$ cat config.mk
export PLATFORM = sky130hd
export DESIGN_NAME = network_sequencer_flat
export DESIGN_NICKNAME = d
export VERILOG_FILES = /design/src/rtl/network_sequencer_if.sv /design/src/rtl/network_sequencer.sv /design/src/flat_wrapper.sv
export SDC_FILE = /design/constraint.sdc
export NUM_CORES = 1
export LEC_CHECK = 0
export CAP_MARGIN = 5
export CELL_PAD_IN_SITES_DETAIL_PLACEMENT = 1
export CELL_PAD_IN_SITES_GLOBAL_PLACEMENT = 2
export CORE_ASPECT_RATIO = 0.6
export CORE_MARGIN = 8
export CORE_UTILIZATION = 28
export DETAILED_ROUTE_END_ITERATION = 10
export PLACE_DENSITY = 0.86
export REMOVE_ABC_BUFFERS = 1
export SLEW_MARGIN = 20
export SYNTH_ARGS = -nofsm -noshare
export SYNTH_HDL_FRONTEND = slang
export SYNTH_SLANG_ARGS = --single-unit
$ cat constraint.sdc
create_clock -name clk_i -period 2.43 [get_ports clk_i]
set_input_delay 0.486 -clock clk_i [delete_from_list [all_inputs] [get_ports clk_i]]
set_output_delay 0.486 -clock clk_i [all_outputs]
set_load 0.01 [all_outputs]
$ cat src/rtl/network_sequencer_if.sv
// Host/NETWORK-facing bus bundle for network_sequencer.
// slave = sequencer view; master = environment (host + NETWORK) view.
interface network_sequencer_if #(
  parameter int FP_WIDTH   = 8,
  parameter int NUM_INPUTS = 9,
  parameter int HL_NEURONS = 6,
  parameter int OL_NEURONS = 3,
  parameter int CLASS_W    = 2,
  parameter int ADDR_W     = 7
);
  logic                                            cfg_we;
  logic [ADDR_W-1:0]                               cfg_addr;
  logic [FP_WIDTH-1:0]                             cfg_data;
  logic                                            cfg_err;
  logic [NUM_INPUTS*FP_WIDTH-1:0]                  in_values;
  logic                                            in_valid;
  logic                                            in_ready;
  logic [OL_NEURONS*FP_WIDTH-1:0]                  res_values;
  logic [CLASS_W-1:0]                              res_class;
  logic                                            res_timeout;
  logic                                            res_valid;
  logic                                            res_ready;
  logic                                            busy;
  logic [NUM_INPUTS*FP_WIDTH-1:0]                  net_values_in;
  logic                                            net_valid_in;
  logic [HL_NEURONS*NUM_INPUTS*FP_WIDTH-1:0]       net_hl_weights;
  logic [HL_NEURONS*FP_WIDTH-1:0]                  net_hl_bias;
  logic [OL_NEURONS*HL_NEURONS*FP_WIDTH-1:0]       net_ol_weights;
  logic [OL_NEURONS*FP_WIDTH-1:0]                  net_ol_bias;
  logic [OL_NEURONS*FP_WIDTH-1:0]                  net_values_out;
  logic                                            net_valid_out;

  modport master (
    output cfg_we, cfg_addr, cfg_data, in_values, in_valid, res_ready,
           net_values_out, net_valid_out,
    input  cfg_err, in_ready, res_values, res_class, res_timeout, res_valid, busy,
           net_values_in, net_valid_in, net_hl_weights, net_hl_bias,
           net_ol_weights, net_ol_bias
  );

  modport slave (
    input  cfg_we, cfg_addr, cfg_data, in_values, in_valid, res_ready,
           net_values_out, net_valid_out,
    output cfg_err, in_ready, res_values, res_class, res_timeout, res_valid, busy,
           net_values_in, net_valid_in, net_hl_weights, net_hl_bias,
           net_ol_weights, net_ol_bias
  );
endinterface

$ cat src/rtl/network_sequencer.sv
// Config register file + launch/collect sequencer for the vowel-recognition NETWORK.
// Optional WAIT timeout enabled by defining NETWORK_SEQ_TIMEOUT_EN.
module network_sequencer #(
  parameter int FP_WIDTH       = 8,
  parameter int FP_FRAC        = 5,
  parameter int NUM_INPUTS     = 9,
  parameter int HL_NEURONS     = 6,
  parameter int OL_NEURONS     = 3,
  parameter int CLASS_W        = 2,
  parameter int ADDR_W         = 7,
  parameter int TIMEOUT_CYCLES = 64
) (
  input logic                 clk_i,
  input logic                 rst_ni,
  network_sequencer_if.slave  bus
);
  localparam int HLW_N     = HL_NEURONS * NUM_INPUTS;
  localparam int HLB_OFF   = HLW_N;
  localparam int OLW_OFF   = HLB_OFF + HL_NEURONS;
  localparam int OLW_N     = OL_NEURONS * HL_NEURONS;
  localparam int OLB_OFF   = OLW_OFF + OLW_N;
  localparam int NUM_WORDS = OLB_OFF + OL_NEURONS;

  typedef enum logic [1:0] {S_IDLE, S_LAUNCH, S_WAIT, S_DONE} state_e;

  state_e                                state_q, state_d;
  logic [NUM_WORDS-1:0][FP_WIDTH-1:0]    cfg_q;
  logic [NUM_INPUTS*FP_WIDTH-1:0]        net_in_q;
  logic                                  net_valid_q;
  logic [OL_NEURONS*FP_WIDTH-1:0]        res_values_q;
  logic [CLASS_W-1:0]                    res_class_q;
  logic                                  res_valid_q;
  logic                                  cfg_err_q;

  logic in_ready, in_fire, cfg_ok, capture, expire, res_fire, tmo_hit;

  // Strict '>' keeps the earliest index on ties.
  function automatic logic [CLASS_W-1:0] argmax(input logic [OL_NEURONS*FP_WIDTH-1:0] v);
    logic [CLASS_W-1:0]         best;
    logic signed [FP_WIDTH-1:0] bv;
    best = '0;
    bv   = $signed(v[0 +: FP_WIDTH]);
    for (int i = 1; i < OL_NEURONS; i++) begin
      if ($signed(v[i*FP_WIDTH +: FP_WIDTH]) > bv) begin
        best = CLASS_W'(i);
        bv   = $signed(v[i*FP_WIDTH +: FP_WIDTH]);
      end
    end
    return best;
  endfunction

  assign in_ready = rst_ni & (state_q == S_IDLE) & ~bus.cfg_we;
  assign in_fire  = bus.in_valid & in_ready;
  assign cfg_ok   = bus.cfg_we & (state_q == S_IDLE) & (bus.cfg_addr < ADDR_W'(NUM_WORDS));
  assign capture  = (state_q == S_WAIT) & bus.net_valid_out;
  assign expire   = (state_q == S_WAIT) & ~bus.net_valid_out & tmo_hit;
  assign res_fire = res_valid_q & bus.res_ready;

`ifdef NETWORK_SEQ_TIMEOUT_EN
  localparam int TMO_W = $clog2(TIMEOUT_CYCLES) + 1;
  logic [TMO_W-1:0] tmo_q;
  logic             res_timeout_q;

  assign tmo_hit = (tmo_q == TMO_W'(TIMEOUT_CYCLES - 1));

  // Cleared in LAUNCH so WAIT always starts counting from zero.
  always_ff @(posedge clk_i or negedge rst_ni) begin
    if (!rst_ni) begin
      tmo_q         <= '0;
      res_timeout_q <= 1'b0;
    end else begin
      if (state_q == S_LAUNCH)    tmo_q <= '0;
      else if (state_q == S_WAIT) tmo_q <= tmo_q + 1'b1;
      if (capture)     res_timeout_q <= 1'b0;
      else if (expire) res_timeout_q <= 1'b1;
    end
  end

  assign bus.res_timeout = res_timeout_q;
`else
  assign tmo_hit         = 1'b0;
  assign bus.res_timeout = 1'b0;
`endif

  always_ff @(posedge clk_i or negedge rst_ni) begin
    if (!rst_ni) state_q <= S_IDLE;
    else         state_q <= state_d;
  end

  always_comb begin
    state_d = state_q;
    unique case (state_q)
      S_IDLE:   if (in_fire)              state_d = S_LAUNCH;
      S_LAUNCH:                           state_d = S_WAIT;
      S_WAIT:   if (capture || expire)    state_d = S_DONE;
      S_DONE:   if (res_fire)             state_d = S_IDLE;
      default:                            state_d = S_IDLE;
    endcase
  end

  always_ff @(posedge clk_i or negedge rst_ni) begin
    if (!rst_ni) begin
      cfg_q        <= '0;
      cfg_err_q    <= 1'b0;
      net_in_q     <= '0;
      net_valid_q  <= 1'b0;
      res_values_q <= '0;
      res_class_q  <= '0;
      res_valid_q  <= 1'b0;
    end else begin
      cfg_err_q   <= bus.cfg_we & ~cfg_ok;
      if (cfg_ok) cfg_q[bus.cfg_addr] <= bus.cfg_data;
      net_valid_q <= in_fire;
      if (in_fire) net_in_q <= bus.in_values;
      if (capture) begin
        res_values_q <= bus.net_values_out;
        res_class_q  <= argmax(bus.net_values_out);
        res_valid_q  <= 1'b1;
      end else if (expire) begin
        res_values_q <= '0;
        res_class_q  <= '0;
        res_valid_q  <= 1'b1;
      end else if (res_fire) begin
        res_valid_q  <= 1'b0;
      end
    end
  end

  assign bus.in_ready       = in_ready;
  assign bus.cfg_err        = cfg_err_q;
  assign bus.busy           = (state_q != S_IDLE);
  assign bus.net_values_in  = net_in_q;
  assign bus.net_valid_in   = net_valid_q;
  assign bus.res_values     = res_values_q;
  assign bus.res_class      = res_class_q;
  assign bus.res_valid      = res_valid_q;
  assign bus.net_hl_weights = cfg_q[HLW_N-1:0];
  assign bus.net_hl_bias    = cfg_q[HLB_OFF +: HL_NEURONS];
  assign bus.net_ol_weights = cfg_q[OLW_OFF +: OLW_N];
  assign bus.net_ol_bias    = cfg_q[OLB_OFF +: OL_NEURONS];
endmodule
$ cat src/flat_wrapper.sv
// flat-port wrapper written by rule: the top's interface ports become plain ports
module network_sequencer_flat 
#(
  parameter int FP_WIDTH       = 8,
  parameter int FP_FRAC        = 5,
  parameter int NUM_INPUTS     = 9,
  parameter int HL_NEURONS     = 6,
  parameter int OL_NEURONS     = 3,
  parameter int CLASS_W        = 2,
  parameter int ADDR_W         = 7,
  parameter int TIMEOUT_CYCLES = 64
)
  (clk_i, rst_ni, bus_cfg_we, bus_cfg_addr, bus_cfg_data, bus_in_values, bus_in_valid, bus_res_ready, bus_net_values_out, bus_net_valid_out, bus_cfg_err, bus_in_ready, bus_res_values, bus_res_class, bus_res_timeout, bus_res_valid, bus_busy, bus_net_values_in, bus_net_valid_in, bus_net_hl_weights, bus_net_hl_bias, bus_net_ol_weights, bus_net_ol_bias);
  network_sequencer_if #(.FP_WIDTH(FP_WIDTH), .NUM_INPUTS(NUM_INPUTS), .HL_NEURONS(HL_NEURONS), .OL_NEURONS(OL_NEURONS), .CLASS_W(CLASS_W), .ADDR_W(ADDR_W)) bus_i ();
  input logic clk_i;
  input logic rst_ni;
  input wire logic [$bits(bus_i.cfg_we)-1:0] bus_cfg_we;
  input wire logic [$bits(bus_i.cfg_addr)-1:0] bus_cfg_addr;
  input wire logic [$bits(bus_i.cfg_data)-1:0] bus_cfg_data;
  input wire logic [$bits(bus_i.in_values)-1:0] bus_in_values;
  input wire logic [$bits(bus_i.in_valid)-1:0] bus_in_valid;
  input wire logic [$bits(bus_i.res_ready)-1:0] bus_res_ready;
  input wire logic [$bits(bus_i.net_values_out)-1:0] bus_net_values_out;
  input wire logic [$bits(bus_i.net_valid_out)-1:0] bus_net_valid_out;
  output wire logic [$bits(bus_i.cfg_err)-1:0] bus_cfg_err;
  output wire logic [$bits(bus_i.in_ready)-1:0] bus_in_ready;
  output wire logic [$bits(bus_i.res_values)-1:0] bus_res_values;
  output wire logic [$bits(bus_i.res_class)-1:0] bus_res_class;
  output wire logic [$bits(bus_i.res_timeout)-1:0] bus_res_timeout;
  output wire logic [$bits(bus_i.res_valid)-1:0] bus_res_valid;
  output wire logic [$bits(bus_i.busy)-1:0] bus_busy;
  output wire logic [$bits(bus_i.net_values_in)-1:0] bus_net_values_in;
  output wire logic [$bits(bus_i.net_valid_in)-1:0] bus_net_valid_in;
  output wire logic [$bits(bus_i.net_hl_weights)-1:0] bus_net_hl_weights;
  output wire logic [$bits(bus_i.net_hl_bias)-1:0] bus_net_hl_bias;
  output wire logic [$bits(bus_i.net_ol_weights)-1:0] bus_net_ol_weights;
  output wire logic [$bits(bus_i.net_ol_bias)-1:0] bus_net_ol_bias;
  assign bus_i.cfg_we = bus_cfg_we;
  assign bus_i.cfg_addr = bus_cfg_addr;
  assign bus_i.cfg_data = bus_cfg_data;
  assign bus_i.in_values = bus_in_values;
  assign bus_i.in_valid = bus_in_valid;
  assign bus_i.res_ready = bus_res_ready;
  assign bus_i.net_values_out = bus_net_values_out;
  assign bus_i.net_valid_out = bus_net_valid_out;
  assign bus_cfg_err = bus_i.cfg_err;
  assign bus_in_ready = bus_i.in_ready;
  assign bus_res_values = bus_i.res_values;
  assign bus_res_class = bus_i.res_class;
  assign bus_res_timeout = bus_i.res_timeout;
  assign bus_res_valid = bus_i.res_valid;
  assign bus_busy = bus_i.busy;
  assign bus_net_values_in = bus_i.net_values_in;
  assign bus_net_valid_in = bus_i.net_valid_in;
  assign bus_net_hl_weights = bus_i.net_hl_weights;
  assign bus_net_hl_bias = bus_i.net_hl_bias;
  assign bus_net_ol_weights = bus_i.net_ol_weights;
  assign bus_net_ol_bias = bus_i.net_ol_bias;
  network_sequencer #(.FP_WIDTH(FP_WIDTH), .FP_FRAC(FP_FRAC), .NUM_INPUTS(NUM_INPUTS), .HL_NEURONS(HL_NEURONS), .OL_NEURONS(OL_NEURONS), .CLASS_W(CLASS_W), .ADDR_W(ADDR_W), .TIMEOUT_CYCLES(TIMEOUT_CYCLES)) u_core (.clk_i(clk_i), .rst_ni(rst_ni), .bus(bus_i));
endmodule
# Word-level counts from Yosys, hierarchy flattened
# Cells that the tools add are included.
[word_totals]
latch_bits = 0
inputBits = 117
out_inout_bits = 752
mem_bits_rw = 0
romBits = 0
ff_bits = 751
mem_count = 0
word_cells = 127
[op_classes]
add_sub_neg = 0
reduce_logical = 5
multipliers = 0
n_shift = 0
n_eq_ne = 6
n_bitwise = 10
div_mod_pow = 0
n_mux = 13
n_lt_le_gt_ge = 5
[ops]
columns = ["cell", "count"]
rows = [
  ["$bwmux 648", 1],
  ["$demux 8 s7", 1],
  ["$mux 8", 3],
  ["$gt 8x8->1", 2],
  ["$and 1x1->1", 8],
  ["$lt 7x8->1 const B", 1],
  ["$mux 2", 4],
  ["$pmux 2 s4", 1],
  ["$ge 7x1->1 const B", 1],
  ["$lt 7x7->1 const B", 1],
  ["$ne 2x1->1 const B", 3],
  ["$eq 2x2->1 const B", 2],
  ["$reduce_bool 2->1", 2],
  ["$mux 1", 3],
  ["$reduce_and 3->1", 1],
  ["$eq 2x1->1 const B", 1],
  ["$logic_not 2->1", 1],
  ["$not 1->1", 2],
  ["$logic_and 1x1->1", 1],
]

# Depth between registers and ports, before layout
[depth]
ltp_word = 6
mapped_depth = 14
mapped_depth_nobuf = 13

# Least setup slack after synthesis
# Ideal clock, no wire load.
[synth_timing]
kind = "in2reg"
startpoint = "in bus_net_values_out[7]"
endpoint = "reg u_core.res_class_q[1], in the netlist u_core.bus.res_class[1]"
required_time_ns = 2.312
stages = 14
setup_time_ns = 0.118
arrival_ns = 2.938
path_buffers = 1
path_slack_ns = -0.626
path_cell_list = "inv_1 ha_1 nor3b_1 o211a_1 nor3_1 o21a_1 clkbuf_1 mux2i_1 ha_1 a21oi_1 o22ai_1 nor4b_1 a21oi_1 a21o_1"
[synth_between]
elab_chain_cells = 5
[synth_lines]
columns = ["element", "line", "source"]
rows = [
  ["from (decl)", "flat_wrapper.sv:23", "input wire logic [$bits(bus_i.net_values_out)-1:0] bus_net_values_out;"],
  ["$gt 8x8->1", "network_sequencer.sv:44", "if ($signed(v[i*FP_WIDTH +: FP_WIDTH]) > bv) begin"],
  ["$mux 8 *", "network_sequencer.sv:44", ""],
  ["$mux 8 *", "network_sequencer.sv:115", "if (capture) begin"],
  ["$gt 8x8->1 *", "network_sequencer.sv:44", ""],
  ["$mux 2 *", "network_sequencer.sv:44", ""],
  ["to (signal assigned)", "network_sequencer.sv:117", "res_class_q <= argmax(bus.net_values_out);"],
  ["to (decl)", "network_sequencer.sv:31", "logic [CLASS_W-1:0] res_class_q;"],
]
# Every way passes the cells marked *; elsewhere a longest branch is shown, timed or not. The select of a mux whose other input is x is not followed.
# A chain may end at the register's enable or synchronous reset.

# Worst setup path in the final report
[layout_timing]
startpoint = "in bus_net_values_out[1]"
endpoint = "reg u_core.res_class_q[0], in the netlist u_core.bus.res_class[0]"
[layout_between]
elab_chain_cells = 5
elab_cells_between_ends = 6
classes_between = "order compare: 2; mux: 4"
[layout_lines]
columns = ["element", "line"]
rows = [
  ["$gt 8x8->1", "network_sequencer.sv:44"],
  ["$mux 8", "network_sequencer.sv:44"],
  ["$mux 8", "network_sequencer.sv:115"],
  ["$gt 8x8->1", "network_sequencer.sv:44"],
  ["$mux 2 *", "network_sequencer.sv:44"],
]
# Marks and branches as above.

==> flow_metrics.py <==
metrics = {
    "floorplan": {
        "die_h_um": 265,
        "die_area_um2": 114000,
        "pin_count": 869,
        "num_rows": 91,
        "start_util_pct": 28.2,
        "chipWidth_um": 431,
        "coreArea_um2": 102000,
    },
    "synthesis": {
        "async_flop_share_pct": 100,
        "synth_edf_count": 0,
        "synth_top_area_cell": "dfrtp_1",
        "synth_flop_cell": "dfrtp_1",
        "yosysUniqueCellTypes": 44,
        "avgSynthCellArea_um2": 14.6,
        "yosys_warnings": 0,
        "synthTopCellsByCount": "751 x dfrtp_1, 664 x mux2_2, 268 x nand2_1",
        "ys_top_cells_by_area": "dfrtp_1 65%, mux2_2 26%, nand2_1 3.5%",
        "synth-seq-cells": 751,
        "synth_top_area_share_pct": 65.1,
        "ys_seq_area_share_pct": 65.1,
        "syn_inst": 1971,
        "syn-cell-area_um2": 28900,
        "yosysMostFrequentCell": "dfrtp_1",
    },
    "clock_tree": {
        "cts_root_buf": "clkbuf_16",
        "cts.clk_slew.worst_paths_ps": 60,
        "cts_tree": "built",
        "htree_levels": 3,
        "insertion_delay_ps": 630,
        "cts-buffers-inserted": 74,
        "cts_num_sinks": 751,
        "clockBufferDepth": 3,
    },
    "timing": {
        "min_period_ps": 2590,
        "rsz0062_at_grt": "yes",
        "fin_hold_ws_ps": 123,
        "setup-tns-final_ps": -309,
        "slew_headroom_pct": 35.9,
        "setup_ws_ps": -165,
        "maxSlewViolCount": 0,
        "finClkSkew_ps": 13.4,
        "hold_violations": 0,
        "min_period_over_period_pct": 107,
        "worst_pin_slew_ps": 961,
        "fmax_mhz": 385,
        "setup_viol": 2,
    },
    "flow_run": {
        "max_cap_violations": 0,
    },
    "place": {
        "port_buffers": 867,
        "dpl.hpwl_mm": 78.5,
        "routabilityCongestion": 0.810,
        "place_inst": 4239,
    },
    "finish": {
        "final_cells": 4401,
        "syn_to_final_growth_pct": 51.1,
        "layout.nets": 3126,
        "regArea_um2": 18800,
        "drive_above_1_share_pct": 35.4,
        "multi_input_comb_area_um2": 9860,
        "fillers": 10500,
    },
    "global_routing": {
        "grt_start_max_net_pins": 155,
        "grt.total_usage_pct": 18.9,
        "overflow": 0,
        "grt_pass1_vias": 22500,
        "antenna_found_initial": 8,
        "grt_pass1_wl_mm": 162,
    },
    "hold_path": {
        "worstHoldPathType": "input pin to register",
    },
    "route": {
        "wl_mm": 112,
        "vias": 20200,
        "firstDrtPassIters": 4,
        "antenna_left": 0,
        "wl_per_cell_um": 25.4,
        "post-route-drc-count": 0,
        "vias_per_cell": 4.60,
        "drtIter0Drc": 1026,
    },
    "setup_path": {
        "crit_path_top_delay_cell": "ha_1",
        "critPathBufInv": 4,
        "arrival_ps": 3140,
        "worstPathMaxFanout": 4,
        "max_stage_delay_ps": 280,
        "crit_required_ps": 2980,
        "cp_top_family": "compound AO/OA/AOI/OAI gates",
        "path_cells": "buf_2, inv_2, ha_4, nor2b_4, nor3_2, o21bai_1, o21a_2, buf_6, mux2i_2, ha_1, nand4_1, o22ai_2, nor4b_2, buf_4, nor2_2, a211oi_2",
        "criticalPathCategory": "input pin to register",
        "critPathLaunchType": "input pin",
        "end_kind": "register",
    },
    "outcome": {
        "status": "finished with violations",
        "violations": "setup timing",
    },
    "power": {
        "peakVddDrop_v": 0.000619,
        "p_per_area_nw_per_um2": 793,
        "cellLeakagePower_nw": 20.7,
    },
}
## tightest hold or removal path: cells and delay by family
| kind | cells | cell delay [ps] |
|---|---|---|
| compound gates | 1 | 70 |
| buf+inv | 2 | 150 |
## final cells by class
| cell class | count | share of cell area [%] |
|---|---|---|
| well taps | 1348 | 3.87 |
| diodes | 6 | 0.0344 |
| clock buffers | 100 | 4.72 |
| multi-input cells | 1092 | 22.6 |
| clock inverters | 34 | 1.01 |
| repair buffers | 1052 | 24.5 |
| inverters | 18 | 0.172 |
| flip-flops and latches | 751 | 43.1 |
## per-stage QoR
stage | utilization (%) | setup WS, ps | power (mW) | instance area, um^2
3_5_place_dp | 39.7 | -1430 | 22.7 | 40700
5_1_grt | 42.6 | -268 | 36.1 | 43600
3_3_place_gp | 39.7 | -1240 | 22.5 | 40700
2_1_floorplan | - | -1430 | 17.4 | 28500
4_1_cts | 42.5 | -20.5 | 35.0 | 43500
6_report | 42.6 | -165 | 34.6 | 43600
## sequential cells by signal, indices dropped and copies added, names as in the netlist
signal / count
u_core.bus.cfg_err: 1
u_core.bus.net_values_in: 72
u_core.bus.net_valid_in: 1
u_core.bus.net_ol_bias: 24
u_core.bus.net_ol_weights: 144
u_core.bus.res_valid: 1
u_core.bus.res_values: 24
u_core.bus.res_class: 2
u_core.bus.net_hl_bias: 48
u_core.state_q: 2
u_core.bus.net_hl_weights: 432
## power by group
| group | total (mW) | switching, mW | leakage [nW] | internal (mW) |
|---|---|---|---|---|
| logic | 7.60 | 3.55 | 9.24 | 4.05 |
| clock network | 12.0 | 5.23 | 1.22 | 6.79 |
| registers | 15.0 | 0.917 | 10.3 | 14.1 |
| total | 34.6 | 9.70 | 20.7 | 24.9 |
## metal layers
| layer | vias up | GRT usage (%) | share of wire, % |
|---|---|---|---|
| met5 | - | 0 | 0.0099 |
| met1 | 10700 | 23.0 | 41 |
| met3 | 169 | 6.11 | 7.0 |
| met4 | 2 | 6.18 | 3.4 |
| met2 | 607 | 31.7 | 49 |
| li1 | 8787 | - | - |
## cells in the final DEF (no fill, tap or decap), drive strengths merged, types with 2 or more instances in the layout
cell type      count
nand3              3
and3b              2
ha                20
inv               22
nor2b              5
a21boi             2
clkbuf           103
nand4              3
bufinv             7
diode              6
and2               2
nor3               5
dfrtp            751
nand2b             3
buf              207
mux2             664
mux2i              7
nor3b              6
o22ai              2
o21ai             15
or3                3
o21a               2
nand3b             2
nand2            276
nor2              52
clkinvlp           4
clkinv            19
clkdlybuf4s50    840
a21oi              5
## worst paths after layout
path	from	endpoint	slack, ps	cells past startpoint
setup / recovery	bus_net_values_out[1]	u_core.bus.res_class[0]	-160	16
hold reg to reg	u_core.bus.net_values_in[39]	u_core.bus.net_values_in[39]	480	2
max in group asynchronous	rst_ni	u_core.bus.net_values_in[47]	770	5
hold / removal	bus_net_values_out[5]	u_core.bus.res_values[5]	120	3
setup reg to reg	u_core.state_q[0]	u_core.bus.net_hl_weights[37]	130	8
min in group asynchronous	rst_ni	u_core.bus.cfg_err	300	2
## kinds of logic (layout without fill, tap and decap cells)
logic type	after synthesis	after routing	share of synthesized area, %
other cells	1	7	0.0130
fa+ha+maj	20	20	0.867
buf+inv	128	1204	1.68
mux	671	671	26.1
simple gates	367	367	5.50
compound gates	33	33	0.698
flops	751	751	65.1
## what timing repair did
action                     in CTS  in global routing
hold endpoints to repair        6                  0
buffers inserted               19                  2
setup endpoints to repair     323                305
pin swaps                      22                 14
hold buffers                    1                  0
gates resized for setup       105                 38
(Power assumes the default switching activity.)
